File: src/rtl/board_io_defs.sv
// Shared board-I/O definitions: read-port address map, button-word layout and
// the default debounce interval used by the board input blocks.
package board_io_defs;

  localparam logic KEY_ADDR_SW  = 1'b0;
  localparam logic KEY_ADDR_BTN = 1'b1;

  localparam int KEY_PEND_LSB = 16;

  localparam int KEY_DEBOUNCE_CYCLES_DEFAULT = 1000000;

  // Button word: pending flags in the upper half, debounced levels in the lower half.
  function automatic logic [31:0] key_btn_word(input logic [15:0] pend, input logic [15:0] lvl);
    return (32'(pend) << KEY_PEND_LSB) | 32'(lvl);
  endfunction

endpackage

File: src/rtl/debounce_cell.sv
// One input bit: 2-flop synchroniser, stability counter and debounced level,
// plus a combinational pulse flagging the edge on which the level rises.
module debounce_cell #(
  parameter int DEBOUNCE_CYCLES = 1000000
) (
  input  logic clk_in,
  input  logic reset,
  input  logic raw,
  output logic stable,
  output logic rise
);

  localparam int              CW       = $clog2(DEBOUNCE_CYCLES);
  localparam logic [CW-1:0]   CNT_LAST = CW'(DEBOUNCE_CYCLES - 1);

  logic [1:0]    sync_q;
  logic          sync;
  logic [CW-1:0] cnt;

  assign sync = sync_q[1];

  // High on the edge where stable is about to go 0->1.
  assign rise = sync && !stable && (cnt == CNT_LAST);

  // NOTE: all state uses non-blocking assignments so every flop samples pre-edge values.
  always_ff @(posedge clk_in or negedge reset) begin
    if (!reset) begin
      sync_q <= '0;
      stable <= 1'b0;
      cnt    <= '0;
    end else begin
      sync_q <= {sync_q[0], raw};
      if (sync == stable) begin
        cnt <= '0;
      end else if (cnt == CNT_LAST) begin
        stable <= sync;
        cnt    <= '0;
      end else begin
        cnt <= cnt + 1'b1;
      end
    end
  end

endmodule

File: src/rtl/board_key_reader.sv
// Board switch/button reader: debounced levels, sticky clear-on-read button
// pending bits and a registered CPU read port. Optional irq with KEY_IRQ_EN.
module board_key_reader
  import board_io_defs::*;
#(
  parameter int DEBOUNCE_CYCLES = KEY_DEBOUNCE_CYCLES_DEFAULT,
  parameter int N_SW            = 16,
  parameter int N_BTN           = 5
) (
  input  logic             clk_in,
  input  logic             reset,
  input  logic [N_SW-1:0]  sw_raw,
  input  logic [N_BTN-1:0] btn_raw,
  input  logic             rd_en,
  input  logic             rd_addr,
`ifdef KEY_IRQ_EN
  output logic             irq,
`endif
  output logic [31:0]      rd_data,
  output logic             rd_valid
);

  logic [N_SW-1:0]  sw_stable;
  logic [N_SW-1:0]  sw_rise_unused;
  logic [N_BTN-1:0] btn_stable;
  logic [N_BTN-1:0] btn_rise;
  logic [N_BTN-1:0] pending;
  logic [31:0]      rd_word;
  logic             clear_rd;

  for (genvar i = 0; i < N_SW; i++) begin : g_sw
    debounce_cell #(.DEBOUNCE_CYCLES(DEBOUNCE_CYCLES)) u_cell (
      .clk_in (clk_in),
      .reset  (reset),
      .raw    (sw_raw[i]),
      .stable (sw_stable[i]),
      .rise   (sw_rise_unused[i])
    );
  end

  for (genvar i = 0; i < N_BTN; i++) begin : g_btn
    debounce_cell #(.DEBOUNCE_CYCLES(DEBOUNCE_CYCLES)) u_cell (
      .clk_in (clk_in),
      .reset  (reset),
      .raw    (btn_raw[i]),
      .stable (btn_stable[i]),
      .rise   (btn_rise[i])
    );
  end

  // NOTE: rd_word gets a default before the branch so no latch is inferred.
  always_comb begin
    rd_word = 32'(sw_stable);
    if (rd_addr == KEY_ADDR_BTN) begin
      rd_word = key_btn_word(16'(pending), 16'(btn_stable));
    end
  end

  assign clear_rd = rd_en && (rd_addr == KEY_ADDR_BTN);

  always_ff @(posedge clk_in or negedge reset) begin
    if (!reset) begin
      pending  <= '0;
      rd_data  <= '0;
      rd_valid <= 1'b0;
    end else begin
      rd_valid <= rd_en;
      if (rd_en) begin
        rd_data <= rd_word;
      end
      // A rise on the reading edge survives the clear; the CPU sees it next time.
      if (clear_rd) begin
        pending <= btn_rise;
      end else begin
        pending <= pending | btn_rise;
      end
    end
  end

`ifdef KEY_IRQ_EN
  always_ff @(posedge clk_in or negedge reset) begin
    if (!reset) begin
      irq <= 1'b0;
    end else begin
      irq <= |pending;
    end
  end
`endif

endmodule

File: config.mk
export PLATFORM = sky130hd
export DESIGN_NAME = board_key_reader
export DESIGN_NICKNAME = d
export VERILOG_FILES = /design/src/rtl/board_io_defs.sv /design/src/rtl/debounce_cell.sv /design/src/rtl/board_key_reader.sv
export SDC_FILE = /design/constraint.sdc
export NUM_CORES = 1
export LEC_CHECK = 0
export CAP_MARGIN = 20
export CORE_MARGIN = 1.5
export CORE_UTILIZATION = 60
export CTS_BUF_LIST = sky130_fd_sc_hd__clkbuf_16
export DETAILED_ROUTE_END_ITERATION = 6
export PLACE_DENSITY = 0.76
export SLEW_MARGIN = 20
export SYNTH_ARGS = -nofsm -noshare
export SYNTH_HDL_FRONTEND = slang
export SYNTH_SLANG_ARGS = --single-unit
File: constraint.sdc
create_clock -name clk_in -period 2.7 [get_ports clk_in]
set_clock_uncertainty 0.15 [all_clocks]
set_input_delay 0.405 -clock clk_in [delete_from_list [all_inputs] [get_ports clk_in]]
set_output_delay 0.405 -clock clk_in [all_outputs]
set_load 0.03 [all_outputs]
== After elaboration in Yosys (flattened, before gate mapping) ==
Cells that the tools add are included.
Storage, ports and cells
  bits in registers: 521
  input bits: 25
  output and inout port bits: 33
  logic and storage cells: 233
Operators by class
  add/sub/neg operators: 21
  equal/unequal tests: 42
  multiplexer cells: 44
  bitwise gates (word level): 23
  reduce and logical (&&, ||, !) cells: 37
Operators by type and width (count)
  20-bit 2-to-1 mux: 42
  20-bit by 1-bit adder with 20-bit output, second input constant: 21
  20-bit equality test, second input constant: 21
  2-bit AND reduction: 21
  32-bit 2-to-1 mux: 1
  1-bit equality test: 21
  1-bit NOT: 21
  21-bit by 5-bit OR with 21-bit output: 1
  1-bit logical AND: 11
  1-bit logical NOT: 5
  5-bit 2-to-1 mux: 1
  5-bit OR: 1

== Longest topological paths before layout ==
Gate-level depths: netlist (run 1).
  depth in word-level cells: 5
  gate-level depth with buffers: 7
  mapped depth without buffers: 5

== Hierarchy ==
Synthesis (run 1) repeated with hierarchy kept, for this count alone.
Unflattened totals
  cells, all modules: 2407
  area total of the unflattened synthesis: 25274.2 µm²
Modules (own cells, without submodules)
  debounce_cell (g_btn[0].u_cell ...): instances 20, cells an instance 109, area an instance 1148.6 µm², sequential area each 575.6 µm²
  board_key_reader: instances 1, cells an instance 115, area an instance 1184.9 µm², sequential area each 675.6 µm²
  debounce_cell (g_sw[13].u_cell): instances 1, cells an instance 112, area an instance 1117.3 µm², sequential area each 575.6 µm²

== Worst setup path after synthesis (run 1) ==
No wires, ideal clock.
  kind: register -> register
  from: register g_btn[4].u_cell.cnt[0]
  to: register g_btn[4].u_cell.cnt[10]
  library setup time: 121 ps
  data arrival time: 1890 ps
  data required time: 2429 ps
  path slack: 539 ps
  stages on the path, launching flop included: 7
  buffers on the path: 1
  clock period less this slack: 2161 ps
  path through: dfrtp_1 -> ha_1 -> nand3_1 -> or4_1 -> o21bai_2 -> buf_2 -> nor2_1
Between the ends
  cells in the longest elaborated chain, start to end: 3
  elaborated cells on any way between the ends: 4
  those cells by class: add/sub: 1; eq/ne: 1; mux: 2
Ends and longest elaborated chain
  start, declared: line debounce_cell.sv:18  | logic [CW-1:0] cnt;
  start signal, assigned: line debounce_cell.sv:39  | cnt <= cnt + 1'b1;
  20-bit by 1-bit adder with 20-bit output or 20-bit equality test (tied branches): line debounce_cell.sv:39, debounce_cell.sv:35
  20-bit 2-to-1 mux *: line debounce_cell.sv:35  | end else if (cnt == CNT_LAST) begin
  20-bit 2-to-1 mux *: line debounce_cell.sv:33  | if (sync == stable) begin
Every way passes the cells marked *; elsewhere a longest branch is shown, timed or not.
A chain may end at the register's enable or synchronous reset.

== Final worst setup path (run 1) ==
  from: register g_sw[4].u_cell.cnt[0]
  to: register g_sw[4].u_cell.cnt[6]
Between the ends
  cells in the longest elaborated chain, start to end: 3
  elaborated cells on any way between the ends: 4
  those cells by class: add/sub: 1; eq/ne: 1; mux: 2
Ends and longest elaborated chain (line)
  start, declared: debounce_cell.sv:18
  start signal, assigned: debounce_cell.sv:39
  20-bit by 1-bit adder with 20-bit output or 20-bit equality test (tied branches)
  20-bit 2-to-1 mux *: debounce_cell.sv:35
  20-bit 2-to-1 mux *: debounce_cell.sv:33
Marks and branches as above.

==> results.sh, run 1 <==
export IMPL_diodes=0
export IMPL_synth_cell_types=59
export IMPL_wire_length_of_the_first_global_routing_pass_um=82170
export IMPL_sequentialPowerShare_pct=51.0
export IMPL_initial_utilization_pct=60.93
export IMPL_postRouteWirelength_um=46790
export IMPL_critical_path_top_delay_family="simple AND/OR/NAND/NOR gates"
export IMPL_cpMaxStageDelayCell="o31ai_2"
export IMPL_synth_sequential_area_ratio_pct=52.59
export IMPL_worst_ir_drop_vdd_mv=0.6194
export IMPL_tightest_slew_ps=694.9
export IMPL_grt_ovfl_total=0
export IMPL_worstSetupStartpointType="flip-flop"
export IMPL_crit_buf_inv=1
export IMPL_critical_path_max_stage_delay_ps=530
export IMPL_hold_path_startpoint="rd_en"
export IMPL_cts_resized_gates=0
export IMPL_synth_edf_count=0
export IMPL_rows=73
export IMPL_first_global_vias=17840
export IMPL_die_x_extent_um=204.1
export IMPL_cp_cell_sequence="ha_1 > nand2_1 > or3_1 > o31ai_2 > buf_4 > nor2_1"
export IMPL_clock_sink_count=510
export IMPL_setup_worst_path_class="flip-flop to flip-flop"
export IMPL_power_density_mw_per_mm2=566.9
export IMPL_cts_root_buffer_cell="clkbuf_16"
export IMPL_numCtsBuffers=53
export IMPL_cp_num_cells=6
export IMPL_clockBufferDepth=3
export IMPL_num_io_pins=58
export IMPL_final_layout_size_suffix_gt1_share_pct=7.304
export IMPL_timing_final_max_slew_violations=0
export IMPL_post_route_util_pct=68.37
export IMPL_design_die_area_sq_mm=0.04166
export IMPL_max_cap_viol_count=0
export IMPL_synth_top_area_share_pct=52.59
export IMPL_final_cell_mix="510 x dfrtp_1, 377 x nor2_1, 208 x xnor2_1, 148 x nand3_1, 132 x nand2_1"
export IMPL_timing_rr_start="g_sw[4].u_cell.cnt[0]"
export IMPL_grt_max_degree=84
export IMPL_worst_r2r_cell_count=6
export IMPL_nNetsFinal=2585
export IMPL_min_clock_period_post_route_ps=2341
export IMPL_cts_tree="done"
export IMPL_synth_seq_cells=510
export IMPL_end_kind="flip-flop"
export IMPL_dr_pass1_iters=5
export IMPL_worstSkewPairLatency_ps=590
export IMPL_ctsHtreeMaxLevel=2
export IMPL_groute_usage_overall_pct=23.36
export IMPL_postcts_setup_bufs=0
export IMPL_avgRoutedWirePerCell_um=15.10
export IMPL_post_detailed_placement_half_perimeter_wirelength_um=31630
export IMPL_fp_dieH_um=204.1
export IMPL_synthesis_yosys_warnings=0
export IMPL_regToRegSetupSlack_ps=360
export IMPL_fmax_ghz=0.4271
export IMPL_drt_iter0_markers=1033
export IMPL_final_setup_viol_count=0
export IMPL_synthesized_area_per_cell_sq_um=9.925
export IMPL_post_synth_instance_area_sq_mm=0.02427
export IMPL_holdCritPathClass="input pin to flip-flop"
export IMPL_gp_routability_congestion=0.8636
export IMPL_post_route_period_util_pct=86.72
export IMPL_crit_arrival_ps=2650
export IMPL_grt_setup_unrepaired="no"
export IMPL_antenna_found_initial=1
export IMPL_timing_rr_end="g_sw[4].u_cell.cnt[6]"
export IMPL_syn_inst=2445
export IMPL_timing_critical_path_to="g_sw[4].u_cell.cnt[6]"
export IMPL_clockPowerShare_pct=45.2
export IMPL_final_setup_tns_ps=0
export IMPL_netlist_top_cells_area="dfrtp_1 53%, xnor2_1 7.5%, nor2_1 5.8%"
export IMPL_combinationalPowerShare_pct=3.8
export IMPL_async_reset_ff_share_pct=100.0
export IMPL_detailed_route_via_count=18010
export IMPL_drc=0
export IMPL_hold_viol=0
export IMPL_internal_power_mw=11.98
export IMPL_setup_worst_path_start="g_sw[4].u_cell.cnt[0]"
export IMPL_ctsHoldBuffers=1
export IMPL_power_switching_share_pct=22.39
export IMPL_place_port_buffers=46
export IMPL_area_growth_synth_to_final_pct=12.20
export IMPL_route_detailed_vias_per_inst=5.812
export IMPL_design_core_area_sq_mm=0.03982
export IMPL_crit_fanout=14
export IMPL_timing_critical_path_required_ps=3010
export IMPL_synth_top_area_cell="dfrtp_1"
export IMPL_ant_nets=0
export IMPL_mostFrequentLayoutCell="dfrtp_1"
export IMPL_netSwitchingPower_mw=3.456
export IMPL_leakagePower_nw=10.82
export IMPL_status="finished clean"
export IMPL_most_frequently_used_flop_master_after_synthesis="dfrtp_1"
export IMPL_worst_setup_hold_path_clk_slew_ps=60
export IMPL_timing_slew_headroom_pct=53.25
[power groups by stage]
| stage | registers, mW | clock network (mW) | logic [mW] |
|---|---|---|---|
| final | 7.86 | 6.98 | 0.587 |
| after global routing | 7.88 | 7.48 | 0.675 |
| after CTS | 7.86 | 7.15 | 0.608 |
| after detailed placement | 8.00 | 0 | 0.601 |
| after global placement | 7.99 | 0 | 0.581 |
| after floorplan | 7.99 | 0 | 0.285 |
[per-layer routing]
| layer | vias up | GRT usage, % | part of all wire [%] | routed length, um |
|---|---|---|---|---|
| li1 | 8789 | - | - | - |
| met1 | 8840 | 31.24 | 45 | 21080 |
| met2 | 293 | 39.18 | 49 | 22730 |
| met3 | 87 | 3.970 | 4.1 | 1908 |
| met4 | 2 | 6.985 | 2.3 | 1062 |
| met5 | - | 0 | 0.026 | 12 |
[registers in the layout, indices dropped and copies added (netlist names)]
signal and cells:
g_btn.u_cell.stable 5, g_btn.u_cell.sync_q 10, g_btn.u_cell.cnt 100, g_sw.u_cell.cnt 320, pending 5, g_sw.u_cell.stable 16
rd_data 21, rd_valid 1, g_sw.u_cell.sync_q 32
[kinds of logic after synthesis]
family | share of synthesized area, %
buffers and inverters | 2.991
AND/OR/NAND/NOR | 25.15
flip-flops | 52.59
other | 0.01545
multiplexers | 1.346
AO/OA/AOI/OAI | 5.522
XOR/XNOR | 11.04
adder cells (fa/ha/maj) | 1.341
[worst min-delay path by stage]
stage | depth (start not counted) | end
3_5_place_dp | 0 | g_btn[4].u_cell.sync_q[1]
6_report | 1 | rd_valid
2_1_floorplan | 0 | g_btn[0].u_cell.cnt[0]
3_3_place_gp | 0 | g_sw[8].u_cell.sync_q[1]
5_1_grt | 1 | rd_valid
4_1_cts | 1 | rd_valid
[cell usage after synthesis, types with 13 or more instances]
library cell	count
nand4b_1	18
ha_1	26
xnor2_1	208
nand2_1	132
or3_1	54
nor4b_1	21
nand4_1	106
and3_1	37
buf_2	13
o31ai_1	32
inv_1	102
buf_4	13
mux2_2	21
o21ai_0	56
nor4_1	93
and4_1	23
or4_1	41
a21oi_1	90
nand3_1	148
nor2_1	377
dfrtp_1	510
xor2_1	98
nor3_1	86
clkbuf_1	43
[layout make-up]
class                           count  area [sq um]
Clock buffer                       53          1326
Clock inverter                     42         321.6
Fill cell                        3057         12600
Inverter                          102         382.9
Multi-Input combinational cell   1771         10860
Sequential cell                   510         12760
Tap cell                          525         656.9
Timing Repair Buffer               96         913.4
[per-stage QoR]
step / std cells / hold slack [ps] / instance area, sq um / power, mW / setup slack [ps]
2_1_floorplan: 2455 / -40.59 / 24300 / 8.270 / 539.0
3_3_place_gp: 3003 / 183.2 / 25570 / 8.574 / 482.0
3_5_place_dp: 3003 / 184.7 / 25570 / 8.602 / 343.5
4_1_cts: 3099 / 12.28 / 27230 / 15.62 / 336.3
5_1_grt: 3099 / 39.41 / 27230 / 16.03 / 139.4
6_report: 3099 / 39.96 / 27230 / 15.43 / 358.6
No activity file was read; power rests on OpenSTA's default activity.
==> inputs of run 2 (changes only) <==
--- a/config.mk
+++ b/config.mk
@@ -5,12 +5,14 @@
 export SDC_FILE = /design/constraint.sdc
 export NUM_CORES = 1
 export LEC_CHECK = 0
+export ABC_AREA = 1
 export CAP_MARGIN = 20
 export CORE_MARGIN = 1.5
 export CORE_UTILIZATION = 60
 export CTS_BUF_LIST = sky130_fd_sc_hd__clkbuf_16
+export CTS_CLUSTER_SIZE = 12
 export DETAILED_ROUTE_END_ITERATION = 6
-export PLACE_DENSITY = 0.76
+export PLACE_DENSITY = 0.8
 export SLEW_MARGIN = 20
 export SYNTH_ARGS = -nofsm -noshare
 export SYNTH_HDL_FRONTEND = slang
==> results.sh, run 2 <==
export IMPL_area_taken_by_multi_input_logic_gates_sq_mm=0.01287
export IMPL_netSwitchingPower_mw=3.450
export IMPL_detailed_route_via_count=21740
export IMPL_post_route_period_util_pct=86.35
export IMPL_final_layout_size_suffix_gt1_share_pct=6.991
export IMPL_cts_tree="done"
export IMPL_ff_latch_area_sq_mm=0.01276
export IMPL_worst_r2r_cell_count=5
export IMPL_status="finished clean"
export IMPL_async_reset_ff_share_pct=100.0
export IMPL_cp_cell_sequence="clkdlybuf4s50_1"
export IMPL_end_kind="primary output"
export IMPL_die_x_extent_um=215.0
export IMPL_min_clock_period_post_route_ps=2332
export IMPL_timing_slew_headroom_pct=46.78
export IMPL_setup_worst_path_class="flip-flop to primary output"
export IMPL_totalPowerFinal_mw=15.51
export IMPL_synth_sequential_area_ratio_pct=47.32
export IMPL_hold_path_startpoint="sw_raw[10]"
export IMPL_numCtsBuffers=54
export IMPL_clock_sink_count=510
export IMPL_tightest_slew_ps=797.4
export IMPL_clockBufferDepth=3
export IMPL_cts_root_buffer_cell="clkbuf_16"
export IMPL_critical_path_max_stage_delay_ps=710
export IMPL_pre_cts_slack_ps=691.6
export IMPL_fmax_ghz=0.4289
export IMPL_design_core_area_sq_mm=0.04432
export IMPL_synthesized_area_per_cell_sq_um=7.835
export IMPL_clockPowerShare_pct=45.5
export IMPL_combinationalPowerShare_pct=3.9
export IMPL_fin_worst_setup_slack_ps=368.4
export IMPL_design_die_area_sq_mm=0.04623
export IMPL_first_global_vias=20660
export IMPL_worst_hold_path_endpoint="g_sw[10].u_cell.sync_q[0]"
export IMPL_synthesis_yosys_warnings=0
export IMPL_ctsHtreeMaxLevel=2
export IMPL_synth_top_area_share_pct=47.32
export IMPL_fill_cells=3637
export IMPL_grt_setup_unrepaired="no"
export IMPL_largest_register_ffs=320
export IMPL_cpMaxStageDelayCell="clkdlybuf4s50_1"
export IMPL_timing_rr_end="g_btn[4].u_cell.cnt[18]"
export IMPL_post_synth_instance_area_sq_mm=0.02697
export IMPL_worst_setup_hold_path_clk_slew_ps=60
export IMPL_route_detailed_vias_per_inst=5.213
export IMPL_fin_area_sq_mm=0.02995
export IMPL_holdCritPathClass="input pin to flip-flop"
export IMPL_timing_final_max_slew_violations=0
export IMPL_mostFrequentLayoutCell="nor2_1"
export IMPL_max_cap_viol_count=0
export IMPL_syn_inst=3442
export IMPL_final_cell_mix="904 x nor2_1, 651 x nand2_1, 510 x dfrtp_1, 361 x nand3_1, 318 x inv_1"
export IMPL_grt_ovfl_total=0
export IMPL_final_setup_tns_ps=0
export IMPL_top_register="g_sw.u_cell.cnt"
export IMPL_power_switching_share_pct=22.24
export IMPL_synth_cell_types=38
export IMPL_avgRoutedWirePerCell_um=13.11
export IMPL_leakagePower_nw=12.78
export IMPL_groute_usage_overall_pct=24.43
export IMPL_antenna_found_initial=1
export IMPL_crit_fanout=2
export IMPL_synth_top_cells_by_count="904 x nor2_1, 651 x nand2_1, 510 x dfrtp_1, 361 x nand3_1, 307 x inv_1"
export IMPL_rows=77
export IMPL_postRouteWirelength_um=54650
export IMPL_netlist_top_cells_area="dfrtp_1 47%, nor2_1 13%, nand2_1 9.1%"
export IMPL_worst_ir_drop_vdd_mv=0.4585
export IMPL_area_growth_synth_to_final_pct=11.04
export IMPL_postPlaceCellArea_sq_mm=0.02828
export IMPL_synth_top_area_cell="dfrtp_1"
export IMPL_wire_length_of_the_first_global_routing_pass_um=95900
export IMPL_sequentialPowerShare_pct=50.6
export IMPL_worstSetupStartpointType="flip-flop"
export IMPL_place_port_buffers=46
export IMPL_nNetsFinal=3593
export IMPL_internal_power_mw=12.06
export IMPL_timing_rr_start="g_btn[4].u_cell.stable"
export IMPL_most_frequently_used_flop_master_after_synthesis="dfrtp_1"
export IMPL_gp_routability_congestion=0.9176
export IMPL_post_detailed_placement_half_perimeter_wirelength_um=39430
export IMPL_drt_iter0_markers=1567
export IMPL_layout_top_registers="g_sw.u_cell.cnt: 320 flops, g_btn.u_cell.cnt: 100 flops, g_sw.u_cell.sync_q: 32 flops"
export IMPL_hold_ws_ps=87.03
export IMPL_worstSkewPairLatency_ps=610
export IMPL_synth_most_common_cell="nor2_1"
export IMPL_crit_arrival_ps=1780
export IMPL_hold_depth=1
export IMPL_fp_dieH_um=215.0
export IMPL_crit_buf_inv=1
export IMPL_hold_viol=0
export IMPL_drc=0
export IMPL_cts_resized_gates=0
export IMPL_power_density_mw_per_mm2=517.9
export IMPL_dr_pass1_iters=5
export IMPL_timing_critical_path_required_ps=2140
export IMPL_final_setup_viol_count=0
export IMPL_synth_seq_cells=510
export IMPL_regToRegSetupSlack_ps=920
export IMPL_critical_path_top_delay_family="buffers and inverters"
export IMPL_initial_utilization_pct=60.86
export IMPL_synth_edf_count=0
export IMPL_ant_nets=0
export IMPL_grt_max_degree=71
export IMPL_num_io_pins=58
[run 2: cell types whose count changed after synthesis, moves of 36 or more]
| cell | delta |
|---|---|
| a21oi_1 | -37 |
| and3_1 | -36 |
| inv_1 | +205 |
| nand2_1 | +519 |
| nand3_1 | +213 |
| nand4_1 | -51 |
| nor2_1 | +527 |
| nor2_2 | +38 |
| nor3_1 | -47 |
| nor4_1 | -93 |
| or3_1 | -54 |
| or4_1 | -41 |
| xnor2_1 | -120 |
| xor2_1 | +47 |
[run 2: how the worst max path moves through the flow]
stage	startpoint	endpoint	slack, ps	depth (start not counted)
after floorplan	g_sw[6].u_cell.cnt[0]	g_sw[6].u_cell.cnt[12]	1210	8
final	rd_data[15]	rd_data[15]	370	1
after global placement	rd_addr	pending[0]	750	4
after global routing	rd_data[15]	rd_data[15]	330	1
after CTS	rd_data[15]	rd_data[15]	310	1
after detailed placement	rd_addr	pending[2]	690	4
[run 2: cell type report]
type	instances	share of cell area, %
Tap cell	592	2.473
Antenna cell	1	0.008356
Multi-Input combinational cell	2589	42.96
Inverter	319	3.998
Timing Repair Buffer	68	2.407
Clock inverter	35	0.9400
Clock buffer	55	4.596
Sequential cell	510	42.62
[run 2: cell families after synthesis]
logic type               after synthesis  synth area share, %
AND/OR/NAND/NOR                     2189                36.12
flip-flops                           510                47.32
buffers and inverters                353                5.113
XOR/XNOR                             235                7.687
AO/OA/AOI/OAI                        128                2.538
adder cells (fa/ha/maj)               26                1.206
other                                  1              0.01390
[run 2: per-layer routing]
layer,track usage [%],share of wire [%]
met4,6.154,1.6
met5,0,0
met1,33.66,47
met2,40.44,47
met3,4.105,4.2
[run 2: metrics by stage]
stage               utilization (%)  instances
floorplan                         -       3452
global placement              63.81       4077
detailed placement            63.81       4077
CTS                           67.57       4168
global route                  67.57       4169
finish                        67.57       4169
[run 2: repair_timing]
action / in CTS / in global routing
hold endpoints to repair: 73 / 0
hold buffers: 1 / 0
setup buffers: 0 / 0
[run 2: power groups by stage]
| stage | registers (mW) | logic, mW | clock network [mW] |
|---|---|---|---|
| final | 7.85 | 0.602 | 7.06 |
| after CTS | 7.85 | 0.621 | 7.25 |
| after floorplan | 7.98 | 0.299 | 0 |
| after detailed placement | 7.99 | 0.614 | 0 |
| after global placement | 7.98 | 0.602 | 0 |
| after global routing | 7.86 | 0.702 | 7.56 |
